**config.mk**
```make
export PLATFORM = sky130hd
export DESIGN_NAME = uart_rx_ctrl_flat
export DESIGN_NICKNAME = d
export VERILOG_FILES = /design/src/rtl/uart_pkg.sv /design/src/rtl/uart_rx_ctrl_if.sv /design/src/rtl/uart_line_sync.sv /design/src/rtl/uart_rx_ctrl.sv /design/src/flat_wrapper.sv
export SDC_FILE = /design/constraint.sdc
export NUM_CORES = 1
export LEC_CHECK = 0
export BUFFER_PORTS_ARGS = -buffer_cell sky130_fd_sc_hd__buf_2
export CORE_ASPECT_RATIO = 1.75
export CORE_MARGIN = 5
export CORE_UTILIZATION = 59
export DETAILED_ROUTE_END_ITERATION = 8
export HOLD_SLACK_MARGIN = 0.08
export PLACE_DENSITY = 0.9
export RECOVER_POWER = 50
export SKIP_CTS_REPAIR_TIMING = 1
export SYNTH_ARGS = -nofsm -noshare
export SYNTH_HDL_FRONTEND = slang
export SYNTH_SLANG_ARGS = --single-unit
```
**constraint.sdc**
```tcl
create_clock -name clk -period 5.82 [get_ports clk]
set_input_delay 0 -clock clk [delete_from_list [all_inputs] [get_ports clk]]
set_output_delay 0 -clock clk [all_outputs]
set_load 0.05 [all_outputs]
```
**src/rtl/uart_pkg.sv**
```systemverilog
`default_nettype none
// +----------------------------------------------------------------------+
// | Package : uart_pkg                                                   |
// | Shared definitions for the UART RX host-side controller:            |
// |   - FSM state encoding                                               |
// |   - bit positions inside sts / sts_clr / ien                         |
// |   - number of consecutive empty cycles that ends a flush             |
// | Revision: 1.0  initial release                                       |
// +----------------------------------------------------------------------+
package uart_pkg;

  typedef enum logic [1:0] {
    IDLE   = 2'd0,
    POP    = 2'd1,
    SETTLE = 2'd2,
    FLUSH  = 2'd3
  } state_t;

  // sts bit positions; sts_clr uses the same positions for bits 2..0
  localparam int STS_UFLOW = 0;
  localparam int STS_TO    = 1;
  localparam int STS_PERR  = 2;
  localparam int STS_FLUSH = 3;

  // ien bit positions
  localparam int IEN_AVAIL = 0;
  localparam int IEN_TO    = 1;
  localparam int IEN_PERR  = 2;

  // The FIFO empty flag lags a pop by a cycle, so one low sample of
  // rx_ready is not proof the FIFO has drained.
  localparam int c_FLUSH_EXIT_CNT = 2;

endpackage
`default_nettype wire

```
**src/rtl/uart_rx_ctrl_if.sv**
```systemverilog
`default_nettype none
// +----------------------------------------------------------------------+
// | Interface : uart_rx_ctrl_if                                          |
// | Groups the RX FIFO read port (FWFT) and the host read/flush port.    |
// |   slave  : the controller (consumes FIFO head, serves host)          |
// |   master : the environment (FIFO + register file side)              |
// | Signals: rx_ready, rx_data, parity_err, rx_req (FIFO side)           |
// |          rd_en, rd_data, rd_valid, rd_busy, flush (host side)        |
// | Revision: 1.0  initial release                                       |
// +----------------------------------------------------------------------+
interface uart_rx_ctrl_if #(
  parameter int WIDTH = 8
) ();

  logic             rx_ready;
  logic [WIDTH-1:0] rx_data;
  logic             parity_err;
  logic             rx_req;
  logic             rd_en;
  logic [WIDTH-1:0] rd_data;
  logic             rd_valid;
  logic             rd_busy;
  logic             flush;

  modport slave (
    input  rx_ready, rx_data, parity_err, rd_en, flush,
    output rx_req, rd_data, rd_valid, rd_busy
  );

  modport master (
    output rx_ready, rx_data, parity_err, rd_en, flush,
    input  rx_req, rd_data, rd_valid, rd_busy
  );

endinterface
`default_nettype wire

```
**src/rtl/uart_line_sync.sv**
```systemverilog
`default_nettype none
// +----------------------------------------------------------------------+
// | Module  : uart_line_sync                                             |
// | Multi-flop synchronizer for an asynchronous serial line plus a       |
// | one-cycle falling-edge pulse. Flops reset to 1 (idle line level) so  |
// | reset release never fakes a start-bit edge.                          |
// | Ports: clk, rst, i_line (raw line), o_fall (falling-edge pulse)      |
// | Revision: 1.0  initial release                                       |
// +----------------------------------------------------------------------+
module uart_line_sync #(
  parameter int SYNC_STAGES = 2
) (
  input  logic clk,
  input  logic rst,
  input  logic i_line,
  output logic o_fall
);

  logic [SYNC_STAGES-1:0] r_sync;
  logic                   r_prev;

  always_ff @(posedge clk or posedge rst) begin
    if (rst) begin
      r_sync <= '1;
      r_prev <= 1'b1;
    end else begin
      r_sync <= {r_sync[SYNC_STAGES-2:0], i_line};
      r_prev <= r_sync[SYNC_STAGES-1];
    end
  end

  assign o_fall = r_prev & ~r_sync[SYNC_STAGES-1];

endmodule
`default_nettype wire

```
**src/rtl/uart_rx_ctrl.sv**
```systemverilog
`default_nettype none
// +----------------------------------------------------------------------+
// | Module  : uart_rx_ctrl                                               |
// | Host-side controller for the UART RX FIFO: single-word reads, full   |
// | FIFO flushes, character timeout detection, sticky status, irq.      |
// | Ports: clk, rst (async, active-high)                                 |
// |        bus         : FIFO read port + host read/flush (slave side)   |
// |        uart_rx     : raw RX line, activity monitor only              |
// |        cfg_timeout : timeout in clk cycles, 0 disables               |
// |        ien         : {perr, timeout, avail} interrupt enables        |
// |        sts_clr     : W1C {perr, timeout, underflow}                  |
// |        sts         : {flushing, perr, timeout, underflow}            |
// |        irq         : registered level interrupt                      |
// | Revision: 1.0  initial release                                       |
// +----------------------------------------------------------------------+
module uart_rx_ctrl
  import uart_pkg::*;
#(
  parameter int WIDTH       = 8,
  parameter int TO_WIDTH    = 24,
  parameter int SYNC_STAGES = 2
) (
  input  logic                clk,
  input  logic                rst,
  uart_rx_ctrl_if.slave       bus,
  input  logic                uart_rx,
  input  logic [TO_WIDTH-1:0] cfg_timeout,
  input  logic [2:0]          ien,
  input  logic [2:0]          sts_clr,
  output logic [3:0]          sts,
  output logic                irq
);

  localparam logic [1:0] c_EXIT_LAST = 2'(c_FLUSH_EXIT_CNT - 1);

  state_t              r_state;
  logic                r_flush_pend;
  logic                r_pop;
  logic [WIDTH-1:0]    r_rd_data;
  logic                r_rd_valid;
  logic [1:0]          r_empty_cnt;
  logic                r_perr;
  logic                r_uflow;
  logic                r_to_flag;
  logic [TO_WIDTH-1:0] r_to_cnt;
  logic                r_irq;

  logic w_line_fall;
  logic w_rx_req;
  logic w_flush_entry;
  logic w_to_clear;
  logic w_to_hit;

  uart_line_sync #(
    .SYNC_STAGES (SYNC_STAGES)
  ) u_line_sync (
    .clk    (clk),
    .rst    (rst),
    .i_line (uart_rx),
    .o_fall (w_line_fall)
  );

  // Pop is a registered strobe for reads; during a flush it follows the
  // FIFO's non-empty flag directly so a full drain takes one cycle/word.
  assign w_rx_req      = r_pop | ((r_state == FLUSH) & bus.rx_ready);
  assign w_flush_entry = (r_state == IDLE) & r_flush_pend;

  // The counter only runs while a word sits unread with a quiet line.
  assign w_to_clear = ~bus.rx_ready | w_rx_req | w_line_fall | (r_state != IDLE);
  assign w_to_hit   = ~w_to_clear & (cfg_timeout != '0)
                    & (r_to_cnt == cfg_timeout - TO_WIDTH'(1));

  // Control FSM, read path and read-related sticky flags. Clears are
  // written first so a same-cycle set overrides them.
  always_ff @(posedge clk or posedge rst) begin
    if (rst) begin
      r_state      <= IDLE;
      r_flush_pend <= 1'b0;
      r_pop        <= 1'b0;
      r_rd_data    <= '0;
      r_rd_valid   <= 1'b0;
      r_empty_cnt  <= '0;
      r_perr       <= 1'b0;
      r_uflow      <= 1'b0;
    end else begin
      r_rd_valid <= 1'b0;
      r_pop      <= 1'b0;
      if (sts_clr[STS_PERR])  r_perr  <= 1'b0;
      if (sts_clr[STS_UFLOW]) r_uflow <= 1'b0;
      if (bus.flush)          r_flush_pend <= 1'b1;

      case (r_state)
        IDLE: begin
          if (r_flush_pend) begin
            // A flush pulse landing on the entry cycle is absorbed by
            // the flush that is starting now.
            r_state      <= FLUSH;
            r_flush_pend <= 1'b0;
            r_empty_cnt  <= '0;
          end else if (bus.rd_en && !bus.flush) begin
            r_rd_valid <= 1'b1;
            if (bus.rx_ready) begin
              r_rd_data <= bus.rx_data;
              r_pop     <= 1'b1;
              r_state   <= POP;
              if (bus.parity_err) r_perr <= 1'b1;
            end else begin
              r_rd_data <= '0;
              r_uflow   <= 1'b1;
            end
          end
        end
        POP:    r_state <= SETTLE;
        // SETTLE gives the FIFO a cycle to update its head after the pop.
        SETTLE: r_state <= IDLE;
        FLUSH: begin
          if (bus.rx_ready) begin
            r_empty_cnt <= '0;
          end else if (r_empty_cnt == c_EXIT_LAST) begin
            r_empty_cnt <= '0;
            r_state     <= IDLE;
          end else begin
            r_empty_cnt <= r_empty_cnt + 2'd1;
          end
        end
        default: r_state <= IDLE;
      endcase
    end
  end

  // Character timeout and interrupt.
  always_ff @(posedge clk or posedge rst) begin
    if (rst) begin
      r_to_cnt  <= '0;
      r_to_flag <= 1'b0;
      r_irq     <= 1'b0;
    end else begin
      if (w_to_clear)       r_to_cnt <= '0;
      else if (~&r_to_cnt)  r_to_cnt <= r_to_cnt + TO_WIDTH'(1);

      if (w_to_hit)
        r_to_flag <= 1'b1;
      else if (sts_clr[STS_TO] | w_rx_req | w_flush_entry)
        r_to_flag <= 1'b0;

      r_irq <= (ien[IEN_AVAIL] & bus.rx_ready)
             | (ien[IEN_TO]    & r_to_flag)
             | (ien[IEN_PERR]  & r_perr);
    end
  end

  assign bus.rx_req   = w_rx_req;
  assign bus.rd_data  = r_rd_data;
  assign bus.rd_valid = r_rd_valid;
  assign bus.rd_busy  = (r_state != IDLE);
  assign irq          = r_irq;

  always_comb begin
    sts            = '0;
    sts[STS_FLUSH] = (r_state == FLUSH) | r_flush_pend;
    sts[STS_PERR]  = r_perr;
    sts[STS_TO]    = r_to_flag;
    sts[STS_UFLOW] = r_uflow;
  end

endmodule
`default_nettype wire

```
**src/flat_wrapper.sv**
```systemverilog
// flat-port wrapper written by rule: the top's interface ports become plain ports
module uart_rx_ctrl_flat import uart_pkg::*;
#(
  parameter int WIDTH       = 8,
  parameter int TO_WIDTH    = 24,
  parameter int SYNC_STAGES = 2
)
  (clk, rst, uart_rx, cfg_timeout, ien, sts_clr, sts, irq, bus_rx_ready, bus_rx_data, bus_parity_err, bus_rd_en, bus_flush, bus_rx_req, bus_rd_data, bus_rd_valid, bus_rd_busy);
  uart_rx_ctrl_if #(.WIDTH(WIDTH)) bus_i ();
  input  logic clk;
  input  logic rst;
  input  logic uart_rx;
  input  logic [TO_WIDTH-1:0] cfg_timeout;
  input  logic [2:0] ien;
  input  logic [2:0] sts_clr;
  output logic [3:0] sts;
  output logic irq;
  input wire logic [$bits(bus_i.rx_ready)-1:0] bus_rx_ready;
  input wire logic [$bits(bus_i.rx_data)-1:0] bus_rx_data;
  input wire logic [$bits(bus_i.parity_err)-1:0] bus_parity_err;
  input wire logic [$bits(bus_i.rd_en)-1:0] bus_rd_en;
  input wire logic [$bits(bus_i.flush)-1:0] bus_flush;
  output wire logic [$bits(bus_i.rx_req)-1:0] bus_rx_req;
  output wire logic [$bits(bus_i.rd_data)-1:0] bus_rd_data;
  output wire logic [$bits(bus_i.rd_valid)-1:0] bus_rd_valid;
  output wire logic [$bits(bus_i.rd_busy)-1:0] bus_rd_busy;
  assign bus_i.rx_ready = bus_rx_ready;
  assign bus_i.rx_data = bus_rx_data;
  assign bus_i.parity_err = bus_parity_err;
  assign bus_i.rd_en = bus_rd_en;
  assign bus_i.flush = bus_flush;
  assign bus_rx_req = bus_i.rx_req;
  assign bus_rd_data = bus_i.rd_data;
  assign bus_rd_valid = bus_i.rd_valid;
  assign bus_rd_busy = bus_i.rd_busy;
  uart_rx_ctrl #(.WIDTH(WIDTH), .TO_WIDTH(TO_WIDTH), .SYNC_STAGES(SYNC_STAGES)) u_core (.clk(clk), .rst(rst), .bus(bus_i), .uart_rx(uart_rx), .cfg_timeout(cfg_timeout), .ien(ien), .sts_clr(sts_clr), .sts(sts), .irq(irq));
endmodule
```
==> metrics.json, run 1 <==
{
  "status": {"value": "finished with violations"},
  "failed_checks": {"value": "max-capacitance violations, max-slew violations"},
  "ys_seq_elements": {"value": 46},
  "vdd_drop_max": {"value": 0.000386, "unit": "V"},
  "grt_start_max_net_pins": {"value": 47},
  "buffer_ports.inserted": {"value": 60},
  "h_tree_depth": {"value": 2},
  "via_per_inst": {"value": 6.05},
  "setup-tns-final": {"value": 0, "unit": "ns"},
  "global_route_usage_over_all_layers": {"value": 22.5, "unit": "%"},
  "critical_path.max_fanout": {"value": 10},
  "syn_to_final_growth": {"value": 19.5, "unit": "%"},
  "max-cap-violations": {"value": 1},
  "worst_slew_margin_rel": {"value": -58.0, "unit": "%"},
  "route.antenna.remaining_nets": {"value": 0},
  "p_leak": {"value": 0.00157, "unit": "uW"},
  "ys.flop_type": {"value": "sky130_fd_sc_hd__dfrtp_1"},
  "yosys_warnings": {"value": 0},
  "synth.cells.most_frequent": {"value": "sky130_fd_sc_hd__dfrtp_1, sky130_fd_sc_hd__nor2_1, sky130_fd_sc_hd__nand2_1, sky130_fd_sc_hd__xnor2_1, sky130_fd_sc_hd__xor2_1"},
  "clkTransAtPathRegs": {"value": 0.08, "unit": "ns"},
  "yosys.area.top_type_share": {"value": 36.3, "unit": "%"},
  "met3_wirelength": {"value": 411, "unit": "um"},
  "period_share": {"value": 43.8, "unit": "%"},
  "crit_path_max_incr_delay": {"value": 0.56, "unit": "ns"},
  "cts_tree": {"value": "built"},
  "ys_top_cells_by_area": {"value": "sky130_fd_sc_hd__dfrtp_1, sky130_fd_sc_hd__xnor2_1, sky130_fd_sc_hd__xor2_1, sky130_fd_sc_hd__nor2_1, sky130_fd_sc_hd__nand2_1"},
  "yosys.cell_types.count": {"value": 53},
  "grt_first_pass_wirelength": {"value": 12000, "unit": "um"},
  "place.detailed.hpwl": {"value": 5730, "unit": "um"},
  "routed.top_layer": {"value": "met4"},
  "grt_pass1_vias": {"value": 2724},
  "drt_iter0_markers": {"value": 139},
  "synth_largest_area_cell": {"value": "sky130_fd_sc_hd__dfrtp_1"},
  "timing.fmax": {"value": 0.393, "unit": "GHz"},
  "worstHoldPathType": {"value": "in2reg"},
  "die-width": {"value": 63.6, "unit": "um"},
  "slew_viol_final": {"value": 47},
  "num_vias": {"value": 2824},
  "sequential_to_total_area_share_from_yosys_stat": {"value": 39.0, "unit": "%"},
  "grt_antenna_before_repair": {"value": 0},
  "endpoint_kind_of_the_worst_setup_timing_path": {"value": "flip-flop"},
  "fraction_of_final_layout_cells_sized_beyond_drive_strength_1": {"value": 19.6, "unit": "%"},
  "route.final.wire_length": {"value": 7860, "unit": "um"},
  "clk-insertion-delay-late": {"value": 0.30, "unit": "ns"},
  "die_area": {"value": 6600, "unit": "um2"},
  "wl_met2": {"value": 4210, "unit": "um"},
  "critical_path_arrival": {"value": 2.73, "unit": "ns"},
  "filler_cell_count": {"value": 365},
  "cts_buffers": {"value": 5},
  "floorplan.initialDensity": {"value": 60.1, "unit": "%"},
  "final-setup-viol-count": {"value": 0},
  "timing.final.ws_setup": {"value": 3.27, "unit": "ns"},
  "n_antenna_cell": {"value": 0},
  "critical_path.startpoint_type": {"value": "flip-flop"},
  "post_synth_edffs": {"value": 0},
  "power.density": {"value": 259, "unit": "nW/um2"},
  "critical_path_cell_by_cell": {"value": "nor2_1 > nand3_1 > clkinv_1 > and2_1 > a22o_1 > dlygate4sd3_1"},
  "synth_area_per_cell": {"value": 8.74, "unit": "um2"},
  "worst_margin_pin_slew": {"value": 2.37, "unit": "ns"},
  "routabilityCongestion": {"value": 1.01},
  "finalWorstPathRequiredPeriod": {"value": 2.55, "unit": "ns"},
  "cts-root-buf": {"value": "sky130_fd_sc_hd__clkbuf_8"},
  "cts_sink_count": {"value": 46},
  "std_cell_rows": {"value": 34},
  "cts_max_path_buffers": {"value": 2},
  "drt_first_pass_iters": {"value": 4},
  "rsz0062_at_grt": {"value": "false"},
  "drc_errors": {"value": 0},
  "final_hold_vios": {"value": 0},
  "postSynthNetCount": {"value": 387},
  "boundaryPins": {"value": 61},
  "die_h": {"value": 104, "unit": "um"},
  "path_class": {"value": "reg2reg"},
  "syn-instance-count": {"value": 339},
  "routed_wire_length_per_instance": {"value": 16.8, "unit": "um"},
  "yosys.cell_count.top_type": {"value": "sky130_fd_sc_hd__dfrtp_1"},
  "critical_path.slowest_cell": {"value": "sky130_fd_sc_hd__dlygate4sd3_1"},
  "place_ws": {"value": 3.20, "unit": "ns"},
  "nNetsFinal": {"value": 460},
  "timing.clock.skew": {"value": 0.00681, "unit": "ns"},
  "route.layer.met1.wl": {"value": 2840, "unit": "um"},
  "design.core.area": {"value": 4930, "unit": "um2"},
  "grt.overflow.total": {"value": 0},
  "cp_data_required_time": {"value": 6.00, "unit": "ns"},
  "postSynth.asyncResetShare": {"value": 100, "unit": "%"},
  "area_of_the_mapped_netlist": {"value": 2960, "unit": "um2"}
}
[power breakdown]
group / internal (uW) / switching [uW]
registers: 360 / 37.5
clock network: 97.0 / 104
logic: 88.6 / 232
[kinds of logic (layout without fill, tap and decap cells)]
group / Yosys count / after routing / synth area share, %
simple gates: 173 / 173 / 30.7
xor+xnor: 50 / 50 / 14.8
flops: 46 / 46 / 39.0
compound gates: 38 / 38 / 9.03
buf+inv: 24 / 98 / 3.46
mux: 5 / 5 / 1.77
fa+ha+maj: 3 / 3 / 1.27
[metal layers]
metal | up-vias | track usage [%]
met4 | 0 | 13.4
met1 | 1357 | 24.3
met5 | - | 0
met3 | 29 | 3.90
met2 | 103 | 39.5
li1 | 1335 | -
[cell type report]
| cell class | instances | area, um2 | share of cell area [%] |
|---|---|---|---|
| tap | 54 | 67.6 | 1.91 |
| sequential | 46 | 1150 | 32.6 |
| multi-input combinational | 269 | 1710 | 48.2 |
| clock buffer | 8 | 90.1 | 2.54 |
| timing repair buffer | 80 | 487 | 13.7 |
| inverter | 10 | 37.5 | 1.06 |
[registers in the layout (all words and copies together) (netlist names)]
| register | cells |
|---|---|
| u_core.r_flush_pend | 1 |
| u_core.r_pop | 1 |
| u_core.r_to_flag | 1 |
| u_core.r_to_cnt | 24 |
| u_core.bus.rd_valid | 1 |
| u_core.r_uflow | 1 |
| u_core.r_empty_cnt | 2 |
| u_core.r_perr | 1 |
| u_core.u_line_sync.r_sync | 2 |
| u_core.bus.rd_data | 8 |
| u_core.u_line_sync.r_prev | 1 |
| u_core.r_state | 2 |
| u_core.irq | 1 |
[placed cells by master, fill, tap and decap left out, drive strengths merged, types with 7 or more instances in the layout]
cell type and count:
buf 57, dfrtp 43, nor2 42, nand2 36, xor2 25, xnor2 25, nand3 23, dlygate4sd3 18
nor3 16, clkbuf 13, a21oi 10, nand4 9, o21ai 9, inv 8, and4 7
[path summary, 6_finish.rpt]
| kind | from | endpoint | slack [ns] | cells after the start |
|---|---|---|---|---|
| max | u_core.r_state[0] | u_core.r_perr | 3.27 | 6 |
| min | bus_rx_ready | u_core.bus.rd_data[4] | 0.09 | 3 |
| max reg2reg | u_core.r_state[0] | u_core.r_perr | 3.27 | 6 |
| min reg2reg | u_core.u_line_sync.r_sync[0] | u_core.u_line_sync.r_sync[1] | 0.36 | 0 |
| max in group asynchronous | rst | u_core.r_to_cnt[16] | 3.35 | 4 |
| min in group asynchronous | rst | u_core.r_to_cnt[6] | 1.11 | 4 |
[critical path, delay by kind of cell, from the launching register on]
| kind | cells | cell delay, ns |
|---|---|---|
| flip-flops | 1 | 0.48 |
| buffers and inverters | 2 | 0.94 |
| AO/OA/AOI/OAI | 1 | 0.21 |
| AND/OR/NAND/NOR | 3 | 0.81 |
[per-stage QoR]
step | util (%) | total power (uW) | std cells | cell area, um2 | hold WS, ns
6_report | 71.8 | 919 | 467 | 3540 | 0.0866
5_1_grt | 71.8 | 967 | 467 | 3540 | 0.102
4_1_cts | 68.3 | 911 | 449 | 3370 | -0.213
3_5_place_dp | 66.5 | 711 | 441 | 3280 | 0.109
3_3_place_gp | 66.5 | 701 | 441 | 3280 | 0.106
2_1_floorplan | - | 622 | 339 | 2960 | 0.00448
Note: power is estimated with default switching activity, not from simulation.
==> inputs of run 2 (changes only) <==
--- a/config.mk
+++ b/config.mk
@@ -8,10 +8,10 @@
 export BUFFER_PORTS_ARGS = -buffer_cell sky130_fd_sc_hd__buf_2
 export CORE_ASPECT_RATIO = 1.75
 export CORE_MARGIN = 5
-export CORE_UTILIZATION = 59
+export CORE_UTILIZATION = 50
 export DETAILED_ROUTE_END_ITERATION = 8
 export HOLD_SLACK_MARGIN = 0.08
-export PLACE_DENSITY = 0.9
+export PLACE_DENSITY = 0.82
 export RECOVER_POWER = 50
 export SKIP_CTS_REPAIR_TIMING = 1
 export SYNTH_ARGS = -nofsm -noshare
==> constraint.sdc (replaced) <==
create_clock -name clk -period 2.07 [get_ports clk]
set_input_delay 0 -clock clk [delete_from_list [all_inputs] [get_ports clk]]
set_output_delay 0 -clock clk [all_outputs]
set_load 0.05 [all_outputs]
==> metrics.json, run 2 (synthesized netlist as in run 1, its figures left out) <==
{
  "status": {"value": "finished, final reports clean"},
  "worst_margin_pin_slew": {"value": 1.11, "unit": "ns"},
  "place.detailed.hpwl": {"value": 6890, "unit": "um"},
  "cts_tree": {"value": "built"},
  "die_area": {"value": 7630, "unit": "um2"},
  "global_route_usage_over_all_layers": {"value": 23.7, "unit": "%"},
  "final_hold_vios": {"value": 0},
  "worst_slew_margin_rel": {"value": 25.8, "unit": "%"},
  "worstHoldPathType": {"value": "in2reg"},
  "drt_iter0_markers": {"value": 148},
  "cts-root-buf": {"value": "sky130_fd_sc_hd__clkbuf_8"},
  "vdd_drop_max": {"value": 0.000916, "unit": "V"},
  "place_ws": {"value": -0.206, "unit": "ns"},
  "via_per_inst": {"value": 5.58},
  "p_leak": {"value": 0.00184, "unit": "uW"},
  "crit_path_max_incr_delay": {"value": 0.54, "unit": "ns"},
  "std_cell_rows": {"value": 37},
  "syn_to_final_growth": {"value": 35.7, "unit": "%"},
  "critical_path.max_fanout": {"value": 4},
  "finish.cell_count_without_fillers": {"value": 545},
  "h_tree_depth": {"value": 2},
  "power.density": {"value": 671, "unit": "nW/um2"},
  "layout_commonest_cell": {"value": "sky130_fd_sc_hd__buf_2"},
  "timing.fmax": {"value": 0.498, "unit": "GHz"},
  "slew_viol_final": {"value": 0},
  "grt.overflow.total": {"value": 0},
  "cpLargestDelayFamily": {"value": "compound AO/OA/AOI/OAI gates"},
  "filler_cell_count": {"value": 483},
  "critical_path_arrival": {"value": 2.23, "unit": "ns"},
  "clkTransAtPathRegs": {"value": 0.09, "unit": "ns"},
  "num_vias": {"value": 3041},
  "min_delay_src": {"value": "bus_rd_en"},
  "path_class": {"value": "reg2reg"},
  "reg2reg_from": {"value": "u_core.r_to_cnt[20]"},
  "routed_wire_length_per_instance": {"value": 16.8, "unit": "um"},
  "setup-tns-final": {"value": 0, "unit": "ns"},
  "fraction_of_final_layout_cells_sized_beyond_drive_strength_1": {"value": 31.7, "unit": "%"},
  "leading_cell_types_in_the_layout_fill_and_taps_excluded": {"value": "sky130_fd_sc_hd__buf_2, sky130_fd_sc_hd__buf_4, sky130_fd_sc_hd__dfrtp_1"},
  "numPlacedInstances": {"value": 519},
  "buffer_ports.inserted": {"value": 60},
  "finalWorstPathRequiredPeriod": {"value": 2.01, "unit": "ns"},
  "timing.final.ws_setup": {"value": 0.0629, "unit": "ns"},
  "grt_start_max_net_pins": {"value": 47},
  "multiInputGateArea": {"value": 1750, "unit": "um2"},
  "largest_register_ff_count": {"value": 24},
  "worst_setup_path_startpoint": {"value": "u_core.r_to_cnt[20]"},
  "route.antenna.remaining_nets": {"value": 0},
  "die-width": {"value": 68.2, "unit": "um"},
  "boundaryPins": {"value": 61},
  "floorplan.initialDensity": {"value": 50.8, "unit": "%"},
  "drc_errors": {"value": 0},
  "grt_first_pass_wirelength": {"value": 13600, "unit": "um"},
  "top_register": {"value": "u_core.r_to_cnt"},
  "cp_data_required_time": {"value": 2.30, "unit": "ns"},
  "critPathBufInv": {"value": 0},
  "cts_sink_count": {"value": 46},
  "timing.clock.skew": {"value": 0.00549, "unit": "ns"},
  "die_h": {"value": 112, "unit": "um"},
  "drt_first_pass_iters": {"value": 5},
  "endpoint_kind_of_the_worst_setup_timing_path": {"value": "flip-flop"},
  "n_antenna_cell": {"value": 0},
  "critical_path.slowest_cell": {"value": "sky130_fd_sc_hd__or4_4"},
  "critical_path_cell_by_cell": {"value": "xnor2_2 > or4_4 > a2111oi_4 > a311o_2 > o2111ai_1 > o31ai_1"},
  "rsz0062_at_grt": {"value": "true"},
  "seqCellArea": {"value": 1160, "unit": "um2"},
  "design.core.area": {"value": 5830, "unit": "um2"},
  "period_share": {"value": 97.0, "unit": "%"},
  "route.final.wire_length": {"value": 9140, "unit": "um"},
  "final-setup-viol-count": {"value": 0},
  "critical_path.startpoint_type": {"value": "flip-flop"},
  "grt_antenna_before_repair": {"value": 0},
  "grt_pass1_vias": {"value": 3033},
  "nNetsFinal": {"value": 514},
  "cts_max_path_buffers": {"value": 2},
  "clk-insertion-delay-late": {"value": 0.31, "unit": "ns"},
  "cts_buffers": {"value": 5},
  "max-cap-violations": {"value": 0},
  "routabilityCongestion": {"value": 0.879}
}
## run 2: cell type report
type | count | area share, %
clock buffer | 5 | 1.71
clock inverter | 3 | 0.622
inverter | 10 | 0.933
multi-input combinational | 269 | 43.6
sequential | 46 | 28.7
tap | 78 | 2.43
timing repair buffer | 134 | 22.0
## run 2: final timing paths
kind | depth (start not counted) | slack, ns | end
setup / recovery | 6 | 0.06 | u_core.r_to_flag
hold reg to reg | 0 | 0.36 | u_core.u_line_sync.r_sync[1]
setup reg to reg | 6 | 0.06 | u_core.r_to_flag
hold / removal | 3 | 0.05 | u_core.r_state[0]
min in group asynchronous | 4 | 0.58 | u_core.bus.rd_valid
max in group asynchronous | 4 | 0.73 | u_core.r_to_cnt[20]
## run 2: layer usage
layer	routed length, um	global-route usage, %	vias to the layer above
li1	-	-	1441
met1	3170	24.0	1453
met2	5070	42.4	113
met3	438	3.43	34
met4	470	15.3	0
met5	0	0	-
## run 2: worst min-delay path: cells and delay by family
family,cells,cell delay [ns]
AOI/OAI and AO/OA,2,0.23
buffers and inverters,1,0.10
## run 2: report_power, final
part           total [uW]  internal [uW]  switching [uW]
registers            1090           1010            78.0
clock network         582            244             338
logic                1030            307             719
## run 2: metrics by stage
stage | hold slack (ns) | cell area, um2 | util, % | total power, uW
floorplan | 0.00448 | 2980 | - | 1750
global placement | 0.108 | 3730 | 63.9 | 2060
detailed placement | 0.106 | 3730 | 63.9 | 2090
global route | 0.102 | 4020 | 69.0 | 2820
CTS | -0.234 | 3820 | 65.6 | 2670
finish | 0.0515 | 4020 | 69.0 | 2700
==> inputs of run 3 (changes only) <==
==> constraint.sdc (replaced) <==
create_clock -name clk -period 2.07 [get_ports clk]
set_input_delay 0.3105 -clock clk [delete_from_list [all_inputs] [get_ports clk]]
set_output_delay 0.3105 -clock clk [all_outputs]
set_load 0.05 [all_outputs]
==> metrics.json, run 3 (synthesized netlist as in run 1, its figures left out) <==
{
  "status": {"value": "finished with violations"},
  "failed_checks": {"value": "negative setup slack"},
  "leading_cell_types_in_the_layout_fill_and_taps_excluded": {"value": "sky130_fd_sc_hd__buf_4, sky130_fd_sc_hd__buf_2, sky130_fd_sc_hd__dfrtp_1"},
  "numPlacedInstances": {"value": 530},
  "routabilityCongestion": {"value": 0.929},
  "floorplan.initialDensity": {"value": 50.8, "unit": "%"},
  "power.density": {"value": 697, "unit": "nW/um2"},
  "largest_register_ff_count": {"value": 24},
  "nNetsFinal": {"value": 507},
  "cpLargestDelayFamily": {"value": "simple AND/OR/NAND/NOR gates"},
  "worst_margin_pin_slew": {"value": 1.13, "unit": "ns"},
  "critPathBufInv": {"value": 1},
  "period_share": {"value": 110, "unit": "%"},
  "cts_sink_count": {"value": 46},
  "r2r_cells": {"value": 6},
  "route.final.wire_length": {"value": 8070, "unit": "um"},
  "std_cell_rows": {"value": 37},
  "grt_start_max_net_pins": {"value": 47},
  "critical_path.slowest_cell": {"value": "sky130_fd_sc_hd__or4_4"},
  "via_per_inst": {"value": 5.46},
  "place_ws": {"value": -0.580, "unit": "ns"},
  "worstHoldPathCells": {"value": 1},
  "clkTransAtPathRegs": {"value": 0.08, "unit": "ns"},
  "rsz0062_at_grt": {"value": "true"},
  "die_area": {"value": 7630, "unit": "um2"},
  "fraction_of_final_layout_cells_sized_beyond_drive_strength_1": {"value": 34.3, "unit": "%"},
  "final-setup-viol-count": {"value": 1},
  "vdd_drop_max": {"value": 0.000871, "unit": "V"},
  "buffer_ports.inserted": {"value": 60},
  "critical_path.startpoint_type": {"value": "input pin"},
  "layout_commonest_cell": {"value": "sky130_fd_sc_hd__buf_4"},
  "h_tree_depth": {"value": 2},
  "crit_path_max_incr_delay": {"value": 0.56, "unit": "ns"},
  "clk-insertion-delay-late": {"value": 0.30, "unit": "ns"},
  "grt_first_pass_wirelength": {"value": 13000, "unit": "um"},
  "syn_to_final_growth": {"value": 33.6, "unit": "%"},
  "finalWorstPathRequiredPeriod": {"value": 2.29, "unit": "ns"},
  "timing.fmax": {"value": 0.438, "unit": "GHz"},
  "routed_wire_length_per_instance": {"value": 15.0, "unit": "um"},
  "die_h": {"value": 112, "unit": "um"},
  "fin_hold_ws": {"value": 0.103, "unit": "ns"},
  "drc_errors": {"value": 0},
  "crit_cells": {"value": 8},
  "finish.cell_count_without_fillers": {"value": 538},
  "final_hold_vios": {"value": 0},
  "p_leak": {"value": 0.00184, "unit": "uW"},
  "design.core.area": {"value": 5830, "unit": "um2"},
  "timing.clock.skew": {"value": 0.00547, "unit": "ns"},
  "top_register": {"value": "u_core.r_to_cnt"},
  "grt_pass1_vias": {"value": 3156},
  "cts_max_path_buffers": {"value": 2},
  "grt_antenna_before_repair": {"value": 0},
  "path_common_cell": {"value": "sky130_fd_sc_hd__or4_4"},
  "max-cap-violations": {"value": 0},
  "critical_path.max_fanout": {"value": 4},
  "num_vias": {"value": 2938},
  "drt_first_pass_iters": {"value": 4},
  "global_route_usage_over_all_layers": {"value": 22.1, "unit": "%"},
  "cp_data_required_time": {"value": 2.28, "unit": "ns"},
  "critical_path_cell_by_cell": {"value": "buf_2 > or4_4 > or2_4 > or4_4 > a2111oi_4 > a311o_2 > o2111ai_1 > o31ai_1"},
  "cts_buffers": {"value": 5},
  "cts_tree": {"value": "built"},
  "worst_slew_margin_rel": {"value": 24.7, "unit": "%"},
  "cts-root-buf": {"value": "sky130_fd_sc_hd__clkbuf_8"},
  "fin_total_pwr": {"value": 2760, "unit": "uW"},
  "slew_viol_final": {"value": 0},
  "endpoint_kind_of_the_worst_setup_timing_path": {"value": "flip-flop"},
  "timing.final.ws_setup": {"value": -0.215, "unit": "ns"},
  "grt.overflow.total": {"value": 0},
  "boundaryPins": {"value": 61},
  "route.antenna.remaining_nets": {"value": 0},
  "critical_path_arrival": {"value": 2.49, "unit": "ns"},
  "setup-tns-final": {"value": -0.215, "unit": "ns"},
  "n_antenna_cell": {"value": 0},
  "place.detailed.hpwl": {"value": 6420, "unit": "um"},
  "worstHoldPathType": {"value": "in2reg"},
  "die-width": {"value": 68.2, "unit": "um"},
  "path_class": {"value": "in2reg"},
  "drt_iter0_markers": {"value": 113}
}
## run 3: path summary, 6_finish.rpt
| check | startpoint | end | slack (ns) |
|---|---|---|---|
| max in group asynchronous | rst | u_core.r_empty_cnt[1] | 1.03 |
| min | uart_rx | u_core.u_line_sync.r_sync[0] | 0.10 |
| max reg2reg | u_core.r_to_cnt[20] | u_core.r_to_flag | 0 |
| min in group asynchronous | rst | u_core.bus.rd_valid | 0.35 |
| min reg2reg | u_core.u_line_sync.r_sync[0] | u_core.u_line_sync.r_sync[1] | 0.37 |
| max | cfg_timeout[4] | u_core.r_to_flag | -0.22 |
## run 3: metal layers
layer  wire (um)  track usage [%]  vias up
met2        4370             41.0       91
met1        2980             22.0     1390
met4         368             12.6        0
li1            -                -     1433
met5           0                0        -
met3         350             2.72       24
## run 3: layout make-up
cell class	count	area (um2)
clock inverters	1	30.0
clock buffers	7	86.3
well taps	78	97.6
fillers	496	1870
inverters	10	45.0
repair buffers	127	800
multi-input cells	269	1750
flip-flops and latches	46	1150
## run 3: stage by stage
step / utilization [%] / area, um2
after detailed placement: 65.5 / 3820
after global routing: 67.9 / 3960
after global placement: 65.5 / 3820
final: 67.9 / 3960
after CTS: 67.5 / 3940
after floorplan: - / 2980
## run 3: where the power goes
part	switching, uW	leakage [uW]	total (uW)	internal (uW)
logic	680	0.00116	988	308
registers	72.6	0.000617	1090	1010
clock network	293	0.0000585	687	394
total	1050	0.00184	2760	1710
